$ cat src/rtl/mem_pkg.sv
// Shared types and helpers for the MEM-stage data-memory access unit.
package mem_pkg;

    localparam int unsigned LANES = 4;

    typedef enum logic [1:0] {
        MEM_BYTE = 2'b00,
        MEM_HALF = 2'b01,
        MEM_WORD = 2'b10
    } mem_size_e;

    typedef enum logic [1:0] {
        IDLE = 2'b00,
        REQ  = 2'b01,
        DONE = 2'b10
    } mem_state_e;

    // The raw size field encodes word as both 2'b10 and 2'b11.
    function automatic mem_size_e decode_size(logic [1:0] size);
        mem_size_e res;
        case (size)
            2'b00:   res = MEM_BYTE;
            2'b01:   res = MEM_HALF;
            default: res = MEM_WORD;
        endcase
        return res;
    endfunction

    function automatic logic [LANES-1:0] byte_en(mem_size_e size, logic [1:0] addr_lo);
        logic [LANES-1:0] res;
        case (size)
            MEM_BYTE: res = 4'b0001 << addr_lo;
            MEM_HALF: res = 4'b0011 << {addr_lo[1], 1'b0};
            default:  res = 4'b1111;
        endcase
        return res;
    endfunction

    function automatic logic [31:0] lane_replicate(mem_size_e size, logic [31:0] data);
        logic [31:0] res;
        case (size)
            MEM_BYTE: res = {4{data[7:0]}};
            MEM_HALF: res = {2{data[15:0]}};
            default:  res = data;
        endcase
        return res;
    endfunction

    function automatic logic misaligned(mem_size_e size, logic [1:0] addr_lo);
        logic res;
        case (size)
            MEM_BYTE: res = 1'b0;
            MEM_HALF: res = addr_lo[0];
            default:  res = |addr_lo;
        endcase
        return res;
    endfunction

endpackage

$ cat src/rtl/mem_load_align.sv
// Load-data alignment: selects the addressed lane(s) of the read word and sign/zero-extends.
module mem_load_align
    import mem_pkg::*;
(
    input  logic [31:0] rdata,
    input  logic [1:0]  addr_lo,
    input  logic [1:0]  size,
    input  logic        is_unsigned,
    output logic [31:0] load_data
);

    logic [1:0]  lane;
    logic [31:0] shifted;
    logic        sx;

    // Low address bits that do not belong to the access size are ignored.
    always_comb begin
        lane      = 2'b00;
        shifted   = '0;
        load_data = '0;
        sx        = ~is_unsigned;
        case (decode_size(size))
            MEM_BYTE: lane = addr_lo;
            MEM_HALF: lane = {addr_lo[1], 1'b0};
            default:  lane = 2'b00;
        endcase
        shifted = rdata >> {lane, 3'b000};
        case (decode_size(size))
            MEM_BYTE: load_data = {{24{sx & shifted[7]}}, shifted[7:0]};
            MEM_HALF: load_data = {{16{sx & shifted[15]}}, shifted[15:0]};
            default:  load_data = shifted;
        endcase
    end

endmodule

$ cat src/rtl/mem_access_stage.sv
// MEM-stage data-memory access unit: req/ready handshake, pipeline stall, aligned load data.
// Optional misaligned-access trap enabled by defining MEM_MISALIGN_TRAP_EN.
module mem_access_stage
    import mem_pkg::*;
#(
    parameter int unsigned DATA_W  = 32,
    parameter int unsigned ADDR_W  = 32,
    parameter int unsigned TIMEOUT = 16
) (
    input  logic              clk,
    input  logic              rst,
    input  logic              in_valid,
    input  logic              mem_read,
    input  logic              mem_write,
    input  logic [1:0]        size,
    input  logic              load_unsigned,
    input  logic [ADDR_W-1:0] addr,
    input  logic [DATA_W-1:0] store_data,
    output logic              dmem_req,
    output logic              dmem_we,
    output logic [ADDR_W-1:0] dmem_addr,
    output logic [DATA_W-1:0] dmem_wdata,
    output logic [3:0]        dmem_be,
    input  logic              dmem_ready,
    input  logic [DATA_W-1:0] dmem_rdata,
    output logic [DATA_W-1:0] load_data,
    output logic              data_valid,
    output logic              stall,
    output logic              bus_err,
    output logic              misalign_err
);

    localparam logic [1:0] S_IDLE = 2'(IDLE);
    localparam logic [1:0] S_REQ  = 2'(REQ);
    localparam logic [1:0] S_DONE = 2'(DONE);

    localparam int unsigned CNT_W    = (TIMEOUT > 1) ? $clog2(TIMEOUT) : 1;
    localparam bit          TO_EN    = (TIMEOUT != 0);
    localparam logic [CNT_W-1:0] CNT_LAST = CNT_W'((TIMEOUT > 0) ? TIMEOUT - 1 : 0);

    logic [1:0]        state, state_nxt;
    logic [CNT_W-1:0]  cnt, cnt_nxt;
    logic [DATA_W-1:0] load_nxt;
    logic              bus_flag, bus_nxt;
    logic              capture;
    logic              launch;
    logic              mis_in;
    mem_size_e         in_size;

    logic [ADDR_W-1:0] req_addr;
    logic [1:0]        req_lo;
    logic              req_we;
    mem_size_e         req_size;
    logic              req_uns;
    logic [3:0]        req_be;
    logic [DATA_W-1:0] req_wdata;
    logic [DATA_W-1:0] aligned;

    assign in_size = decode_size(size);
    assign launch  = in_valid & (mem_read | mem_write);

`ifdef MEM_MISALIGN_TRAP_EN
    logic mis_flag;

    assign mis_in = misaligned(in_size, addr[1:0]);

    always_ff @(posedge clk) begin
        if (rst) begin
            mis_flag <= 1'b0;
        end else if (capture) begin
            mis_flag <= mis_in;
        end
    end

    assign misalign_err = data_valid & mis_flag;
`else
    assign mis_in       = 1'b0;
    assign misalign_err = 1'b0;
`endif

    mem_load_align u_align (
        .rdata       (dmem_rdata),
        .addr_lo     (req_lo),
        .size        (req_size),
        .is_unsigned (req_uns),
        .load_data   (aligned)
    );

    // Next-state and completion data; ready on the last timeout cycle still completes cleanly.
    always_comb begin
        state_nxt = state;
        cnt_nxt   = cnt;
        load_nxt  = load_data;
        bus_nxt   = bus_flag;
        capture   = 1'b0;
        case (state)
            S_IDLE: begin
                if (launch) begin
                    capture = 1'b1;
                    cnt_nxt = '0;
                    bus_nxt = 1'b0;
                    if (mis_in) begin
                        load_nxt  = '0;
                        state_nxt = S_DONE;
                    end else begin
                        state_nxt = S_REQ;
                    end
                end
            end
            S_REQ: begin
                if (dmem_ready) begin
                    load_nxt  = req_we ? '0 : aligned;
                    state_nxt = S_DONE;
                end else if (TO_EN && (cnt == CNT_LAST)) begin
                    load_nxt  = '0;
                    bus_nxt   = 1'b1;
                    state_nxt = S_DONE;
                end else begin
                    cnt_nxt = cnt + 1'b1;
                end
            end
            S_DONE:  state_nxt = S_IDLE;
            default: state_nxt = S_IDLE;
        endcase
    end

    always_ff @(posedge clk) begin
        if (rst) begin
            state     <= S_IDLE;
            cnt       <= '0;
            load_data <= '0;
            bus_flag  <= 1'b0;
        end else begin
            state     <= state_nxt;
            cnt       <= cnt_nxt;
            load_data <= load_nxt;
            bus_flag  <= bus_nxt;
        end
    end

    // Request fields are frozen at launch and held for the whole handshake.
    always_ff @(posedge clk) begin
        if (rst) begin
            req_addr  <= '0;
            req_lo    <= 2'b00;
            req_we    <= 1'b0;
            req_size  <= MEM_BYTE;
            req_uns   <= 1'b0;
            req_be    <= 4'b0000;
            req_wdata <= '0;
        end else if (capture) begin
            req_addr  <= {addr[ADDR_W-1:2], 2'b00};
            req_lo    <= addr[1:0];
            req_we    <= mem_write;
            req_size  <= in_size;
            req_uns   <= load_unsigned;
            req_be    <= byte_en(in_size, addr[1:0]);
            req_wdata <= lane_replicate(in_size, store_data);
        end
    end

    assign dmem_req   = (state == S_REQ);
    assign dmem_we    = dmem_req & req_we;
    assign dmem_addr  = req_addr;
    assign dmem_wdata = req_wdata;
    assign dmem_be    = req_be;
    assign data_valid = (state == S_DONE);
    assign bus_err    = data_valid & bus_flag;
    assign stall      = ((state == S_IDLE) & launch) | (state == S_REQ);

endmodule

$ cat config.mk
export PLATFORM = sky130hd
export DESIGN_NAME = mem_access_stage
export DESIGN_NICKNAME = d
export VERILOG_FILES = /design/src/rtl/mem_pkg.sv /design/src/rtl/mem_load_align.sv /design/src/rtl/mem_access_stage.sv
export SDC_FILE = /design/constraint.sdc
export NUM_CORES = 1
export LEC_CHECK = 0
export CAP_MARGIN = 20
export CORE_MARGIN = 5
export CORE_UTILIZATION = 40
export DETAILED_ROUTE_END_ITERATION = 7
export MAX_ROUTING_LAYER = met4
export PLACE_DENSITY_LB_ADDON = 0.2
export SLEW_MARGIN = 20
export SYNTH_ARGS = -nofsm -noshare
export SYNTH_HDL_FRONTEND = slang
export SYNTH_HIERARCHICAL = 1
export SYNTH_SLANG_ARGS = --single-unit
$ cat constraint.sdc
create_clock -name clk -period 2.5 [get_ports clk]
set_input_delay 0.5 -clock clk [delete_from_list [all_inputs] [get_ports clk]]
set_output_delay 0.5 -clock clk [all_outputs]
set_load 0.02 [all_outputs]
==> Flow_metrics.wiki <==
{| class="wikitable"
! Metric !! Value
|-
| Outcome || finished, final reports clean
|-
| Launch instance of the worst min-delay path || dmem_addr[28]
|-
| Final Util || 61.44%
|-
| Aggregate global-route resource usage || a little over a fifth
|-
| Via count || approximately 4800
|-
| Cts hold-fix bufs || 0
|-
| Synth Warn # || 6
|-
| Clock network fraction of design power || 34.8%
|-
| Number of cells after detailed placement || slightly below 900
|-
| NetSw || 1.207 mW
|-
| Tightest Pin Transition || approximately 0.84 ns
|-
| I/O pin total || 211
|-
| Global placer's final weighted congestion || around 0.88
|-
| Power density of the placed cells || 612.8 mW/mm^2
|-
| Number of detailed-route iterations in the first pass || 8
|-
| Via count of the first global-routing pass || 4623
|-
| Setup Fix Bufs, Post-CTS || 0
|-
| Number of enable flip-flop cells after synthesis || 0
|-
| Post-DR wirelength/cell || 17.24 um
|-
| Worst R2R Start || req_lo[0]
|-
| Kind of end point of the critical path || output port
|-
| CP peak stage delay || roughly 0.47 ns
|-
| Wire length of the first global-routing pass || 23.69 mm
|-
| Asr flop ratio synth || 0%
|-
| Top area cells in the synthesized netlist || dfxtp_1 46%, nand2_1 8.7%, a21oi_1 7.4%
|-
| Number of cells in the finished layout apart from fillers || between 800 and 900
|-
| Clock period minus worst slack || about 2.4 ns
|-
| Area post-placement || around 0.007 mm^2
|-
| Post-synthesis area per instance || ~9 um^2
|-
| Post-detailed-route via-to-cell ratio || 5.382
|-
| Critical path type || input pin to output port
|-
| WP data required || 2.00 ns
|-
| Proportion of netlist area held by the largest area contributor || 45.55%
|-
| Maximum level of the CTS H-tree || 3
|-
| Share of layout cells above drive strength 1 || 6.883%
|-
| Most instantiated flip-flop cell in the synthesis netlist || dfxtp_1
|-
| Cell type with the largest total area after synthesis || dfxtp_1
|-
| Internal power consumption || roughly 3.3 mW
|-
| Clock transition at the registers of the reported paths || 0.07 ns
|-
| Antenna viol nets, final || 0
|-
| Final setup skew || 0.007764 ns
|-
| Chip Height || 120.4 um
|-
| Antenna Cells || 0
|-
| Half-perimeter wire length after placement || approximately 11 mm
|-
| Endpoints failing setup || 0
|-
| Worst voltage drop across the vdd grid || 0.0003640 V
|-
| Fraction of the cycle the final worst path needs || 95.43%
|-
| Cts bufs inserted || 9
|-
| Number of storage elements in the synthesis netlist || 111
|-
| Maximum number of buffers from clock root to sink || 2
|-
| Relative max-transition margin || 43.98%
|-
| Layout Cell Area excl Fill || 0.007350 mm^2
|-
| Number of violations reported at the end of detailed-routing iteration 0 || 317
|-
| Reported max-cap violation count || 0
|-
| Unrepaired setup endpoints after global routing || false
|-
| Class of the worst hold path || register to register
|-
| Antenna violations before repair || 0
|-
| Cell count after synthesis || between 500 and 600
|-
| Core area || approximately 0.012 mm^2
|-
| Number of port buffers || about 210
|-
| Remaining Overflow, GRT || 0
|-
| Largest net degree at the start of global routing || 91
|-
| Starting density of the core || 40.78%
|-
| Clock tree from TritonCTS || built
|-
| Drc violations || 0
|-
| Fraction of power consumed by sequential logic || 42.9%
|-
| Max Fclk || 419.2 MHz
|-
| Number of hold-slack violations in the final timing report || 0
|-
| Cells along the critical path || clkdlybuf4s50_1 -> o21ai_1 -> or3_2 -> nand2_1 -> dlygate4sd2_1
|-
| Post-synthesis cell area || 0.004878 mm^2
|-
| Area added between synthesis and finish || 50.65%
|-
| Clock network latency to the later pin of the worst-skew pair || 0.34 ns
|-
| Critical path data arrival time || 1.89 ns
|-
| Root buffer selected by CTS || clkbuf_16
|-
| Overall die area || 0.01450 mm^2
|-
| Final nets || 842
|-
| Total length of routed wires || 15.31 mm
|-
| Most common cell in the synthesized netlist || nand2_1
|-
| Slowest cell on the critical path || clkdlybuf4s50_1
|-
| Floorplan die width || roughly 120 um
|-
| Final-report max-slew violation count || 0
|-
| Sinks on Clock Net || 111
|-
| Leading cell types by count after synthesis || 113 x nand2_1, 111 x dfxtp_1, 72 x a21oi_1, 39 x a22o_1, 25 x buf_2
|-
| Setup crit start || mem_write
|-
| Number of distinct library cells after synthesis || 49
|-
| Switching share of power || 26.80%
|-
| Static leakage || 2.685 nW
|-
| Largest fanout on the critical path || 2
|-
| Kind of launch point of the worst setup path || input pin
|-
| Sequential element share of the synthesized area || 45.55%
|-
| FP Rows || 40
|-
| Combinational group share of total power || between 20% and 30%
|}
per-stage QoR:
stage | hold slack [ns] | setup TNS [ns] | power [mW] | setup slack (ns)
finish | 0.4537 | 0 | 4.504 | 0.1142
global placement | 0.4405 | -0.1565 | 2.957 | -0.1565
global route | 0.4771 | 0 | 4.698 | 0.04997
CTS | 0.4568 | 0 | 4.540 | 0.09960
detailed placement | 0.4485 | -0.1709 | 2.977 | -0.1709
floorplan | 0.4273 | 0 | 2.500 | 0.6341
power by group through the flow:
| stage | Sequential [mW] | Combinational [mW] | Clock (mW) |
|---|---|---|---|
| detailed placement | 1.97 | 1.00 | 0 |
| floorplan | 2.08 | 0.418 | 0 |
| finish | 1.93 | 1.00 | 1.57 |
| global route | 1.95 | 1.08 | 1.67 |
| CTS | 1.93 | 1.01 | 1.60 |
| global placement | 1.97 | 0.988 | 0 |
cells in the final DEF (no fill, tap or decap), drive strengths merged, types with 2 or more instances in the layout:
master,instances
nor2,24
or3,3
a311oi,10
and2,3
o211ai,8
nand3,4
clkinv,2
nor2b,6
a31oi,2
a21oi,72
nand4b,2
nand2b,3
conb,3
inv,4
a211oi,10
a22oi,7
mux2i,17
bufinv,2
buf,16
nand2,114
nor4b,2
clkdlybuf4s50,205
mux4,7
nor3,3
a22o,39
clkbuf,13
nand4,2
o21ai,37
dfxtp,111
sequential cells by signal (all words and copies together) (netlist names), 2 cells and up:
register	cells
dmem_wdata	32
load_data	32
dmem_addr	30
cnt	4
dmem_be	4
req_lo	2
req_size	2
state	2
layer usage:
layer / vias to the layer above / GRT usage (%) / wire length, um / part of all wire [%]
li1: 2337 / - / - / -
met1: 2223 / 24.85 / 6209 / 41
met2: 187 / 34.19 / 7531 / 49
met3: 32 / 5.706 / 1118 / 7.3
met4: 0 / 8.499 / 450 / 2.9
met5: - / - / 0 / 0
critical path, delay by kind of cell:
kind | cells | cell delay [ns]
buf+inv | 2 | 0.79
simple gates | 2 | 0.49
compound gates | 1 | 0.09
cells by family after synthesis:
logic type               synth area share [%]
other                                 0.07687
flip-flops                              45.55
AO/OA/AOI/OAI                           25.49
adder cells (fa/ha/maj)                0.2564
buffers and inverters                   5.565
AND/OR/NAND/NOR                         15.88
multiplexers                            7.181
repair_timing:
item                                   CTS  global route
setup endpoints to repair                1             0
endpoints found under the hold margin    0             0
gates resized for setup                  1             0
final cells by class:
cell class / instances / area (um^2)
sequential: 111 / 2222
fill: 1034 / 4612
clock buffer: 13 / 260.3
multi-input combinational: 387 / 2396
clock inverter: 3 / 65.06
inverter: 5 / 18.77
timing repair buffer: 222 / 2203
tap: 147 / 183.9
worst paths after layout:
path | end | slack [ns] | cells past startpoint
worst max-delay path | stall | 0.11 | 5
worst min-delay path | dmem_addr[28] | 0.45 | 2
worst max register to register | load_data[5] | 0.48 | 4
worst min register to register | dmem_addr[28] | 0.45 | 2
Note: power is estimated with default switching activity, not from simulation.
